### src/rtl/circle_pkg.sv
// Shared types and constants for the circle draw controller.
// Latency: n/a; backpressure: n/a (definitions only).
package circle_pkg;

  typedef enum logic [2:0] {
    IDLE,
    CLR_INIT,
    CLR,
    CIRC_INIT,
    CHECK,
    OCT,
    UPDATE,
    DONE
  } state_t;

  localparam logic [4:0] SEL_UPDATE = 5'd0;
  localparam int         NUM_OCT    = 8;
  localparam int         SCREEN_W   = 160;
  localparam int         SCREEN_H   = 120;

endpackage

### src/rtl/circle_ctrl.sv
// Circle draw controller: optional full-screen clear (CIRCLE_CLEAR_EN) then midpoint circle, eight octant pixels per step.
// Outputs are Moore-decoded from the state register; start is only sampled in IDLE.
module circle_ctrl
  import circle_pkg::*;
(
  input  logic       clk,
  input  logic       reset,
  input  logic       start,
  input  logic [2:0] colour_in,
  input  logic       xdone,
  input  logic       ydone,
  input  logic       cdone,
  input  logic       crit_pos,
  output logic       initx,
  output logic       inity,
  output logic       initc,
  output logic       loadx,
  output logic       loady,
  output logic       loadc,
  output logic [4:0] selx,
  output logic [4:0] sely,
  output logic       flagc,
  output logic       plot,
  output logic [2:0] colour,
  output logic       done
);

  state_t     state_q, state_d;
  logic [3:0] oct_q, oct_d;

  always_ff @(posedge clk) begin
    if (reset) begin
      state_q <= IDLE;
      oct_q   <= 4'd0;
    end else begin
      state_q <= state_d;
      oct_q   <= oct_d;
    end
  end

  always_comb begin
    state_d = state_q;
    oct_d   = oct_q;
    initx   = 1'b0;
    inity   = 1'b0;
    initc   = 1'b0;
    loadx   = 1'b0;
    loady   = 1'b0;
    loadc   = 1'b0;
    selx    = SEL_UPDATE;
    sely    = SEL_UPDATE;
    flagc   = 1'b0;
    plot    = 1'b0;
    done    = 1'b0;

    case (state_q)
      IDLE: begin
        oct_d = 4'd0;
        if (start) begin
`ifdef CIRCLE_CLEAR_EN
          state_d = CLR_INIT;
`else
          state_d = CIRC_INIT;
`endif
        end
      end
`ifdef CIRCLE_CLEAR_EN
      CLR_INIT: begin
        initx   = 1'b1;
        inity   = 1'b1;
        loadx   = 1'b1;
        loady   = 1'b1;
        state_d = CLR;
      end
      CLR: begin
        // One pixel per cycle; end of row wraps x and steps y in the same cycle.
        plot  = 1'b1;
        loadx = 1'b1;
        if (xdone) begin
          initx = 1'b1;
          loady = 1'b1;
        end
        if (xdone && ydone) state_d = CIRC_INIT;
      end
`endif
      CIRC_INIT: begin
        initx   = 1'b1;
        inity   = 1'b1;
        initc   = 1'b1;
        loadx   = 1'b1;
        loady   = 1'b1;
        loadc   = 1'b1;
        flagc   = 1'b1;
        state_d = CHECK;
      end
      CHECK: begin
        flagc = 1'b1;
        if (cdone) begin
          state_d = DONE;
        end else begin
          state_d = OCT;
          oct_d   = 4'd1;
        end
      end
      OCT: begin
        plot  = 1'b1;
        flagc = 1'b1;
        selx  = {1'b0, oct_q};
        sely  = {1'b0, oct_q};
        if (oct_q == 4'(NUM_OCT)) begin
          state_d = UPDATE;
          oct_d   = 4'd0;
        end else begin
          oct_d = oct_q + 4'd1;
        end
      end
      UPDATE: begin
        // crit_pos decides whether offset_x steps inward this iteration.
        flagc   = 1'b1;
        loady   = 1'b1;
        loadc   = 1'b1;
        loadx   = crit_pos;
        state_d = CHECK;
      end
      DONE: begin
        done = 1'b1;
        if (!start) state_d = IDLE;
      end
      default: begin
        state_d = IDLE;
        oct_d   = 4'd0;
      end
    endcase
  end

  assign colour = flagc ? colour_in : 3'b000;

`ifndef CIRCLE_CLEAR_EN
  logic unused_clr;
  assign unused_clr = xdone & ydone;
`endif

endmodule

### config.mk
export PLATFORM = sky130hd
export DESIGN_NAME = circle_ctrl
export DESIGN_NICKNAME = d
export VERILOG_FILES = /design/src/rtl/circle_pkg.sv /design/src/rtl/circle_ctrl.sv
export SDC_FILE = /design/constraint.sdc
export NUM_CORES = 1
export LEC_CHECK = 0
export ABC_AREA = 0
export CORE_MARGIN = 2
export CORE_UTILIZATION = 42
export CTS_CLUSTER_DIAMETER = 200
export DETAILED_ROUTE_END_ITERATION = 7
export GPL_TIMING_DRIVEN = 1
export PLACE_DENSITY = 0.93
export SYNTH_ARGS = -nofsm -noshare
export SYNTH_HDL_FRONTEND = slang
export SYNTH_SLANG_ARGS = --single-unit
### constraint.sdc
create_clock -name clk -period 2.2 [get_ports clk]
set_clock_uncertainty 0.1 [all_clocks]
set_input_delay 0.44 -clock clk [delete_from_list [all_inputs] [get_ports clk]]
set_output_delay 0.44 -clock clk [all_outputs]
set_load 0.03 [all_outputs]
==> results.md, run 1 <==
- Setup violators final: 0
- Synthesized area: 631.9 sq um
- Max Clk Rate: 482.5 MHz
- Hold-fix buffers, CTS: 0
- Post-Synth Adder-Cell Area: 0.03960
- Slew Viols, Final: 0
- Buf/Inv on CP: 2
- Status: completed
- Num rows: 13
- CP Launch Type: flop
- Hpwl dp: 1.181 mm
- Layout area overhead: 32.48%
- Power Density: 586.2 nW/um^2
- Worst Path Required: 1.66 ns
- Num CTS Buffers: 3
- Mux cell area share after synthesis: 0
- Largest family of logic cells by synthesized area: simple AND/OR/NAND/NOR gates
- Die Height: 42.79 um
- Final Util: 0.6200
- Largest net degree at the start of global routing: 14
- Crit path max-delay family: flip-flops
- I/O pins: 32
- 1st-iter DRT viols: 28
- CP max-delay cell: dfxtp_1
- CTS clk-pin slew, worst paths: 0.05 ns
- Port Buffers: 27
- Num Clock Sinks: 7
- Met3 WL: 126 um
- Vias: 616
- Min-delay worst type: flop to flop
- Tot GR Track Use: 0.1736
- Global route total overflow: 0
- DR top layer: met4
- DR vias/cell: 5.550
- Core ar.: 1350 sq um
- CP peak stage delay: 0.43 ns
- Die width: 42.79 um
- Pwr Total: 490.7 uW
- CP endpoint kind: output pin
- Average size of a mapped cell: 8.539 sq um
- DIE AREA: 1831 sq um
- Hold path cells: 2
- VDD IR max: 324.3 uV
- Yosys warns: 0
- Hold_sp: oct_q[1]$_SDFFE_PP0P_
- Final Critical Period: 2.073 ns
- Post-DRT Antenna Nets: 0
- Starting Density: 0.4680
- Synth Area in Simple Gates: 0.3307
- Worst R2R Path Depth: 4
- Worst hold endpoint: oct_q[1]$_SDFFE_PP0P_
- Sequential fraction of the synthesis area: 0.2218
- Unrepaired setup endpoints after global routing: false
- Xor and xnor area share after synthesis: 0.01386
- Area occupied by multi-input gates: 382.9 sq um
- CTS tree: done
- Antenna diodes: 0
- RR Startpoint: state_q[0]$_SDFFE_PP0P_
- Clk_lat worst skew: 0.25 ns
- Reg2Reg Setup Slack: 0.70 ns
- Crit path kind: flop to output pin
- GP Congestion: 0.7619
- Share of layout cells above drive strength 1: 0.3438
- Filler cells: 108
- Post-synthesis compound-gate area fraction: 0.2079
- Tcrit/Tclk final: 0.9421
- Max Cap Violations: 0
- First-pass GRT wire length: 2.484 mm
- CTS Buffer Depth: 2
- H-Tree Depth: 1
- Flip-flop and latch count after synthesis: 7
- FF+latch area: 141.4 sq um
- Total iterations of the first detailed-routing run: 4
- WL met2: 781 um
- Total routed wirelength: 1.558 mm
- Crit path cell chain: and2_1, xnor2_1, inv_1, dlygate4sd2_1
- Cell area after layout: 837.1 sq um
- Cells after synthesis: 74
- Final Hold Violating Endpoints: 0
- Routed length on met1: 595 um
- P_leak: 0.0003970 uW
- WP data arrival: 1.53 ns
- Worst R2R End: oct_q[3]$_SDFFE_PP0P_
- DR WL/cell: 14.04 um
- Nets: 109
- Crit-path max FO: 7
- Antenna violations before repair: 0
- Vias in the first global route: 570
- Post-CTS Setup Bufs: 0
- Remaining DRCs: 0
- Setup TNS: 0 ns
- Unique cell type count in the Yosys netlist: 37
- Area post-placement: 810.8 sq um
- Root Driver: clkbuf_4
through the flow:
stage                     hold WS [ns]  setup slack (ns)  std cells
after floorplan                 0.4008            0.1678         75
after global placement          0.4526            0.2033        107
after detailed placement        0.4674            0.1436        107
after CTS                       0.4787          0.009748        111
after global routing            0.5082         0.0003122        111
final                           0.4919            0.1274        111
what timing repair did:
item,in CTS,in global routing
endpoints found under the setup margin,9,9
gates resized for setup,5,2
pin swaps,0,0
gates cloned,0,0
cell usage after synthesis, drive strengths merged:
cell | instances | area, sq um
o22ai | 1 | 6.260
a311oi | 1 | 15.01
a41oi | 1 | 8.760
o221ai | 2 | 17.52
a311o | 1 | 10.01
a21o | 1 | 7.510
nor2b | 4 | 27.53
buf | 13 | 98.84
inv | 4 | 15.01
a211oi | 1 | 7.510
nor4b | 1 | 15.01
a21oi | 3 | 15.01
nand2 | 4 | 15.01
a21boi | 3 | 22.52
nand2b | 1 | 6.260
dfxtp | 7 | 140.1
or2b | 1 | 7.510
and3b | 1 | 8.760
o21ai | 1 | 5.000
nand4b | 1 | 8.760
and2 | 5 | 36.29
nand3 | 2 | 22.52
o211a | 1 | 10.01
and2b | 1 | 8.760
and3 | 1 | 6.260
xnor2 | 1 | 8.760
conb | 1 | 3.750
nor2 | 5 | 18.77
nand3b | 2 | 27.53
ha | 2 | 25.02
a31oi | 1 | 6.260
worst reg2reg max path, cell delays in order (launching register included):
cell	delay (ns)
dfxtp_1	0.43
buf_4	0.17
and3b_2	0.31
a41oi_1	0.16
a311oi_2	0.24
flip-flops by register name, indices dropped and copies added, names as in the netlist:
| register | flops |
|---|---|
| state_q | 3 |
| oct_q | 4 |
per-layer routing:
metal,GRT usage,up-vias
met3,0.02979,8
met2,0.2879,44
met1,0.1969,274
met4,0.1250,0
li1,-,290
met5,0,-
power breakdown:
group / internal (uW) / switching [uW]
Combinational: 89.9 / 119
Clock: 69.3 / 48.3
Sequential: 140 / 24.3
Total: 299 / 192
cells by family after synthesis:
logic type | Yosys count
flops | 7
other cells | 1
buf+inv | 17
fa+ha+maj | 2
xor+xnor | 1
compound gates | 17
simple gates | 29
how the worst max path moves through the flow:
| stage | startpoint | to | cells after the start |
|---|---|---|---|
| 2_1_floorplan | state_q[0]$_SDFFE_PP0P_ | loady | 4 |
| 3_3_place_gp | state_q[0]$_SDFFE_PP0P_ | flagc | 4 |
| 3_5_place_dp | state_q[1]$_SDFFE_PP0P_ | flagc | 4 |
| 4_1_cts | state_q[0]$_SDFFE_PP0P_ | initx | 3 |
| 5_1_grt | state_q[0]$_SDFFE_PP0P_ | flagc | 4 |
| 6_report | state_q[1]$_SDFFE_PP0P_ | flagc | 4 |
area by class of cell:
class                      instances  area share
tap                               15     0.02242
inverter                           4     0.01794
sequential                         7      0.1689
clock buffer                       4     0.03139
multi-input combinational         51      0.4574
timing repair buffer              30      0.3019
placed cells by master, fill, tap and decap left out, types with 2 or more instances in the layout:
| cell type | n |
|---|---|
| ha_1 | 2 |
| nand2_1 | 4 |
| o221ai_1 | 2 |
| clkbuf_4 | 3 |
| a21oi_1 | 3 |
| nor2b_1 | 3 |
| and2_2 | 4 |
| buf_4 | 18 |
| dfxtp_1 | 6 |
| nor2_1 | 5 |
| conb_1 | 2 |
| clkdlybuf4s50_1 | 7 |
| inv_1 | 4 |
| dlygate4sd2_1 | 4 |
| a21boi_0 | 2 |
(Power assumes the default switching activity.)
==> inputs of run 2 (changes only) <==
Settings changed: CAP_MARGIN set to 20.
==> results of run 2 <==
The final DEF is identical to that of run 1; final timing and power are the same.
==> inputs of run 3 (changes only) <==
Settings changed: REMOVE_ABC_BUFFERS set to 1.
==> run 3 against run 2 <==
  * Cell area increased by 0.45%
  * Sequential share of layout area decreased by 0.075 points
  * Die area unchanged
  * Register-to-register slack got worse by 0.14 ns
  * Routed wire length decreased by 0.45%
  * Critical endpoint unchanged
  * Largest cell class unchanged
  * Highest routed layer unchanged
==> results.md, run 3 (synthesis results as in run 1) <==
- Min-delay worst type: flop to flop
- Tcrit/Tclk final: 0.9287 (-0.01343)
- Core ar.: 1350 sq um (unchanged)
- Final Critical Period: 2.043 ns (-0.02954 ns)
- FF+latch area: 141.4 sq um (unchanged)
- Largest regs: oct_q x4, state_q x3
- Crit-path max FO: 8 (+1)
- DR WL/cell: 13.97 um (-0.45%)
- Nets: 109 (unchanged)
- Area occupied by multi-input gates: 390.4 sq um (+2.0%)
- Final Hold Violating Endpoints: 0 (unchanged)
- Unrepaired setup endpoints after global routing: false
- Post-DRT Antenna Nets: 0 (unchanged)
- Antenna violations before repair: 0 (unchanged)
- Largest net degree at the start of global routing: 14 (unchanged)
- Pwr Total: 488.3 uW (-0.49%)
- P_leak: 0.0003850 uW (-3.0%)
- Slew Viols, Final: 0 (unchanged)
- Global route total overflow: 0 (unchanged)
- Remaining DRCs: 0 (unchanged)
- Die Height: 42.79 um (unchanged)
- Setup TNS: 0 ns (unchanged)
- H-Tree Depth: 1 (unchanged)
- CTS tree: done
- DIE AREA: 1831 sq um (unchanged)
- Crit path kind: flop to output pin
- Port Buffers: 27 (unchanged)
- CP Launch Type: flop
- Power Density: 580.7 nW/um^2 (-0.93%)
- Clk_lat worst skew: 0.25 ns (about the same)
- Filler cells: 120 (+11%)
- GP Congestion: 0.8177 (+7.3%)
- VDD IR max: 342.4 uV (+5.6%)
- Total iterations of the first detailed-routing run: 4 (unchanged)
- Total routed wirelength: 1.551 mm (-0.45%)
- Num rows: 13 (unchanged)
- DR vias/cell: 5.586 (+0.65%)
- Antenna diodes: 0 (unchanged)
- WP data arrival: 1.50 ns (-0.03 ns)
- Vias: 620 (+0.65%)
- Status: completed
- Die width: 42.79 um (unchanged)
- Starting Density: 0.4680 (unchanged)
- Num Clock Sinks: 7 (unchanged)
- Setup violators final: 0 (unchanged)
- Root Driver: clkbuf_4
- Max reg flops: 4 (unchanged)
- Share of layout cells above drive strength 1: 0.3542 (+0.01042)
- Hpwl dp: 1.168 mm (-1.1%)
- CTS clk-pin slew, worst paths: 0.05 ns (about the same)
- Post-CTS Setup Bufs: 0 (unchanged)
- Hold-fix buffers, CTS: 0 (unchanged)
- Layout area overhead: 33.07%
- Num CTS Buffers: 3 (unchanged)
- Max Cap Violations: 0 (unchanged)
- Commonest non-fill, non-tap cell in the layout: buf_4
- # resized after CTS: 6 (+1)
- CP endpoint kind: output pin
- CTS Buffer Depth: 2 (unchanged)
- WHS: 0.4821 ns (-0.009746 ns)
- Final Util: 0.6228 (+0.002780)
- Worst Path Required: 1.66 ns (about the same)
- Vias in the first global route: 585 (+2.6%)
- 1st-iter DRT viols: 12 (-57%)
- Tot GR Track Use: 0.1822 (+0.008567)
- I/O pins: 32 (unchanged)
- Hold path cells: 2 (unchanged)
- First-pass GRT wire length: 2.435 mm (-2.0%)
- Most frequent cells in the layout: buf_4 (18), clkdlybuf4s50_1 (7), dfxtp_1 (6)
- Reg with most FFs: oct_q
- Max Clk Rate: 489.5 MHz (+1.4%)
- Worst R2R Path Depth: 5 (+1)
run 3: changes by cell type in the layout (fill, tap and decap cells not counted), sizes merged:
cell          previous run  this run
dlymetal6s2s             1         0
dlygate4sd2              4         5
run 3: stage by stage:
| stage | cells | area, sq um | setup slack, ns |
|---|---|---|---|
| final | 111 | 840.8 | 0.1569 |
| after global routing | 111 | 840.8 | 0.04341 |
| after CTS | 111 | 832.0 | 0.08963 |
| after detailed placement | 107 | 810.8 | 0.1468 |
| after global placement | 107 | 810.8 | 0.1764 |
| after floorplan | 62 | 536.8 | -0.4256 |
run 3: path summary, 6_finish.rpt:
check,startpoint,endpoint,slack [ns]
worst max-delay path,state_q[0]$_SDFFE_PP0P_,flagc,0.16
worst min register to register,oct_q[1]$_SDFFE_PP0P_,oct_q[1]$_SDFFE_PP0P_,0.48
worst max register to register,state_q[0]$_SDFFE_PP0P_,oct_q[3]$_SDFFE_PP0P_,0.56
worst min-delay path,oct_q[1]$_SDFFE_PP0P_,oct_q[1]$_SDFFE_PP0P_,0.48
run 3: final cells by class:
cell class,instances,share of cell area
Multi-Input combinational cell,51,0.4643
Sequential cell,7,0.1682
Tap cell,15,0.02232
Clock buffer,4,0.03125
Inverter,4,0.01786
Timing Repair Buffer,30,0.2961
run 3: power breakdown:
part	switching, uW	internal, uW
combinational	120	86.5
clock	48.4	69.3
sequential	24.2	140
total	193	296
run 3: metal layers:
metal  wire (um)  share of wire  up-vias  global-route usage
met3          85          0.055       10             0.02553
met4          83          0.054        0              0.2000
li1            -              -      294                   -
met1         572           0.37      284              0.1760
met2         810           0.52       32              0.3091
met5           0              0        -                   0
run 3: worst max-delay path: stages (launching register included):
cell and delay [ns]:
dfxtp_1 0.44, and2_1 0.25, xnor2_2 0.15, inv_1 0.05, dlygate4sd2_1 0.35
==> edit 1 (config.mk and constraints of run 3) <==
The option `CIRCLE_CLEAR_EN` is turned on by a define.
--- a/src/rtl/circle_ctrl.sv
+++ b/src/rtl/circle_ctrl.sv
@@ -2,2 +2,4 @@
 // Outputs are Moore-decoded from the state register; start is only sampled in IDLE.
+`define CIRCLE_CLEAR_EN
+
 module circle_ctrl
Formal check against the unedited RTL: not equivalent (Yosys sat finds a counterexample within 4 cycles, from zero or initial values and one cycle with reset high).
==> edit 1 against run 3 <==
Highest routed layer is now met3; final area is 5.1% higher; sequential share of layout area down 0.81 points; sequential cell count is the same; area after synthesis shrank 1.8%; worst hold slack got worse by 0.072 ns; fmax fell by 1.9%; register-to-register slack got worse by 0.14 ns; setup slack got worse by 0.039 ns; routed wire length rose by 6.8%; cell count grew 14%; largest cell class unchanged.
Power is not compared: it rests on default switching activity, and its combinational part moved more than twofold at a synthesized area within 25%.
==> edit 1: results (changes against run 3) <==
- Result of the run: completed (unchanged).
- The met3 usage is 2.586% (was 2.553%).
- Cell area after placement: 854.6 sq um (was 810.8 sq um)
- The count of different cell masters after synthesis is 31 (was 37).
* Register area share after synthesis: 22.58% (was 22.18%)
- The count of filler cells inserted in the layout came to 122 (was 120).
- Wire length of the first global-routing pass: 2.704 mm (was 2.435 mm)
- Synth top area cells: sky130_fd_sc_hd__dfxtp_1 (23%), sky130_fd_sc_hd__buf_4 (7.3%), sky130_fd_sc_hd__nor2_1 (5.4%) (was sky130_fd_sc_hd__dfxtp_1 (22%), sky130_fd_sc_hd__buf_4 (13%), sky130_fd_sc_hd__and2_2 (4.8%)).
* TritonRoute pass-1 iters: 4 (unchanged)
* Routability cong.: 0.8273 (was 0.8177)
* Total of max-cap violations: 0 (unchanged)
- The vias after detailed routing was 670 (was 620).
- The startpoint of the worst-slack reg-to-reg timing path is oct_q[0] (was state_q[0]).
* GRT met2 Usage: 34.15% (was 30.91%)
- The post-place setup slack was 0.1273 ns (was 0.1468 ns).
- Post-cts repair resize count: 3 (was 6)
* Routed Wire Length: 1.656 mm (was 1.551 mm)
- Pin count of the biggest net entering global routing: 11 (was 14)
- The cell count of the worst reg-to-reg path is 6 (was 5).
* Number of standard cells after synthesis: 84 (was 74)
- Top cells by instance count after synthesis: sky130_fd_sc_hd__nor2_1 (9), sky130_fd_sc_hd__dfxtp_1 (7) (was sky130_fd_sc_hd__buf_4 (11), sky130_fd_sc_hd__dfxtp_1 (7), sky130_fd_sc_hd__nor2_1 (5))
- The number of global-route vias before repair was 641 (was 585).
- Share of cells above drive strength 1: 25.89% (was 35.42%)
- Number of antenna violations at the first check in global routing: 0 (unchanged)
- The met1 usage was 23.06% (was 17.60%).
- The HPWL after detailed placement came to 1.292 mm (was 1.168 mm).
* Maximum fanout along the worst path: 10 (was 8)
- The largest stage delay on the critical path came to 0.50 ns (was 0.44 ns).
* Placed cell count: 123 (was 107)
- The data arrival time of the critical path came to 1.54 ns (was 1.50 ns).
- The launch instance of the worst min-delay path is oct_q[2] (was oct_q[1]).
- The final cell count without fillers came to 127 (was 111).
## edit 1: cell types whose count changed after synthesis, sizes merged, moves of 2 or more
cell and delta:
xor2 +2, o221ai -2, nor2 +4, a21oi +4, nand2 +2, a21boi -3
o21ai +5, inv +2, and2 -2, buf -3
## edit 1: logic make-up (layout without fill, tap and decap cells)
| group | count (synthesis) | count (layout) | synth area share (%) |
|---|---|---|---|
| compound gates | 20 | 20 | 22.58 |
| flops | 7 | 7 | 22.58 |
| simple gates | 36 | 36 | 32.26 |
| other cells | 1 | 2 | 0.6043 |
| xor+xnor | 2 | 2 | 2.823 |
| fa+ha+maj | 2 | 2 | 4.032 |
| buf+inv | 16 | 43 | 15.12 |
## edit 1: through the flow
step / util, % / power, uW
after floorplan: - / 733.1
after global placement: 64.07 / 1023
after detailed placement: 64.07 / 1046
after CTS: 65.76 / 1153
after global routing: 66.23 / 1226
final: 66.23 / 1155
## edit 1: power breakdown
part	switching [uW]	internal (uW)	leakage (uW)	total (uW)
clock	46.4	69.1	0.0000150	116
sequential	62.6	162	0.0000576	225
combinational	489	327	0.000356	815
## edit 1: final timing paths
kind                endpoint  slack, ns
setup / recovery       loadc       0.12
hold / removal      oct_q[2]       0.41
setup reg to reg  state_q[2]       0.42
hold reg to reg     oct_q[2]       0.41
## edit 1: layer usage
metal	wire (um)	vias to the layer above
li1	-	333
met1	710	313
met2	875	24
met5	0	-
met4	0	0
met3	71	0
## edit 1: layout make-up
type	instances	area, sq um	share of cell area [%]
multi-input cells	62	390.4	44.19
well taps	15	18.77	2.125
flip-flops and latches	7	141.4	16.01
clock buffers	4	26.28	2.975
repair buffers	33	284.0	32.15
inverters	6	22.52	2.550
==> edit 2 (settings of run 3) <==
Made on the original files. The 8 states of `state_t` get a one-hot encoding in 8 bits.
--- a/src/rtl/circle_pkg.sv
+++ b/src/rtl/circle_pkg.sv
@@ -4,11 +4,11 @@
 
-  typedef enum logic [2:0] {
-    IDLE,
-    CLR_INIT,
-    CLR,
-    CIRC_INIT,
-    CHECK,
-    OCT,
-    UPDATE,
-    DONE
+  typedef enum logic [7:0] {
+    IDLE      = 8'b00000001,
+    CLR_INIT  = 8'b00000010,
+    CLR       = 8'b00000100,
+    CIRC_INIT = 8'b00001000,
+    CHECK     = 8'b00010000,
+    OCT       = 8'b00100000,
+    UPDATE    = 8'b01000000,
+    DONE      = 8'b10000000
   } state_t;
Formal check against the unedited RTL: no difference found for any inputs over 10 cycles, from zero or initial values and one cycle with reset high; not proved beyond that.
==> edit 2 against run 3 <==
Final area increased by 28%; highest routed layer unchanged; via count increased by 24%; sequential cell count increased by 3; area after synthesis increased by 15%; setup slack got worse by 0.084 ns; routed wire length increased by 24%; count of clock-buffer cells in the layout unchanged; critical path type unchanged; utilization increased by 2.3 points; critical endpoint is now selx[0]; non-clock buffer count increased by 4.
Power is not compared: it rests on default switching activity, and its combinational part moved more than twofold at a synthesized area within 25%.
==> edit 2: results (changes against run 3) <==
* Total number of nets in the final design: 132 (was 109)
- The endpoint of the worst hold-timing path was oct_q[3] (was oct_q[1]).
* Signal buffers: 34 (was 30)
* Pin count of the biggest net entering global routing: 11 (was 14)
- Detailed-routing wirelength on met1: 766 um (was 572 um)
- The number of vias per cell after detailed routing was 5.647 (was 5.586).
* Horizontal die dimension: 45.68 um (was 42.79 um)
- Met1 track demand over resource in global routing: 20.53% (was 17.60%)
* Crit path max-delay family: simple AND/OR/NAND/NOR gates (was flip-flops)
- Hold Worst Slack: 0.4302 ns (was 0.4821 ns)
* Startpoint of the worst-slack reg-to-reg timing path: state_q[7] (was state_q[0])
- Routed Wire Length: 1.928 mm (was 1.551 mm)
- Xor and xnor area share after synthesis: 1.201% (was 1.386%)
- The layout cell share with drive strength beyond 1 came to 42.02% (was 35.42%).
- The violation count after the first detailed-route iteration came to 21 (was 12).
- Result of the run: completed (unchanged).
- Synth top area cells: sky130_fd_sc_hd__dfxtp_1 (27%), sky130_fd_sc_hd__buf_4 (9.3%), sky130_fd_sc_hd__nor2_1 (6.7%) (was sky130_fd_sc_hd__dfxtp_1 (22%), sky130_fd_sc_hd__buf_4 (13%), sky130_fd_sc_hd__and2_2 (4.8%))
- The non-clock buffer area fraction after layout came to 27.03% (was 29.61%).
- The synthesized area per cell is 7.844 sq um (was 8.539 sq um).
* Top cells by instance count after synthesis: sky130_fd_sc_hd__nor2_1 (13), sky130_fd_sc_hd__dfxtp_1 (10), sky130_fd_sc_hd__buf_4 (9) (was sky130_fd_sc_hd__buf_4 (11), sky130_fd_sc_hd__dfxtp_1 (7), sky130_fd_sc_hd__nor2_1 (5))
* Number of fill cells in the layout: 140 (was 120)
- The number of instances resized during post-cts repair came to 2 (was 6).
- Pre-CTS worst setup slack: 0.003201 ns (was 0.1468 ns)
- Register bit total from synthesis: 10 (was 7)
- Synth Area in Compound Gates: 16.98% (was 20.79%)
- The clock distribution area overhead in the final layout came to 3.364% (was 3.125%).
* Combined flip-flop and latch cell area: 203.9 sq um (was 141.4 sq um)
- M3 GR Usage: 3.175% (was 2.553%)
- The wire length on met3 is 113 um (was 85 um).
- The share of the yosys chip area belonging to registers was 27.44% (was 22.18%).
- Startpoint of the most critical hold path: oct_q[3] (was oct_q[1])
- Reg2reg end: oct_q[2] (was oct_q[3])
- Delay of the slowest critical-path stage: 0.34 ns (was 0.44 ns)
- Cell area after placement: 927.1 sq um (was 810.8 sq um)
* Launch point of the critical path: state_q[3] (was state_q[0])
- Wire length of the first global-routing pass: 2.898 mm (was 2.435 mm)
- Clock-pin slew on the worst setup and hold paths: 0.07 ns (was 0.05 ns)
- Regs by FF count: state_q: 6 flops, oct_q: 4 flops (was oct_q: 4 flops, state_q: 3 flops).
- The data arrival time of the critical path came to 1.59 ns (was 1.50 ns).
[edit 2: cell types whose count changed in the layout (fill, tap and decap cells not counted), moves of 3 or more]
cell / delta
sky130_fd_sc_hd__and3_1: +5
sky130_fd_sc_hd__buf_6: +5
sky130_fd_sc_hd__dlygate4sd2_1: -5
sky130_fd_sc_hd__nor2_1: +5
sky130_fd_sc_hd__and2_2: -4
sky130_fd_sc_hd__buf_4: +4
sky130_fd_sc_hd__nor3_1: +3
[edit 2: where the power goes]
group          switching, uW  total, uW  internal, uW
Combinational           40.2       77.1          36.9
Clock                   71.3        172           101
Sequential              5.14        189           184
[edit 2: worst max-delay path by stage]
| stage | end | slack, ns | depth (start not counted) |
|---|---|---|---|
| global route | sely[2] | 0.01 | 5 |
| global placement | oct_q[2] | 0.06 | 5 |
| detailed placement | oct_q[2] | 0.003 | 5 |
| floorplan | selx[0] | -0.54 | 4 |
| CTS | colour[1] | -0.01 | 5 |
| finish | selx[0] | 0.07 | 6 |
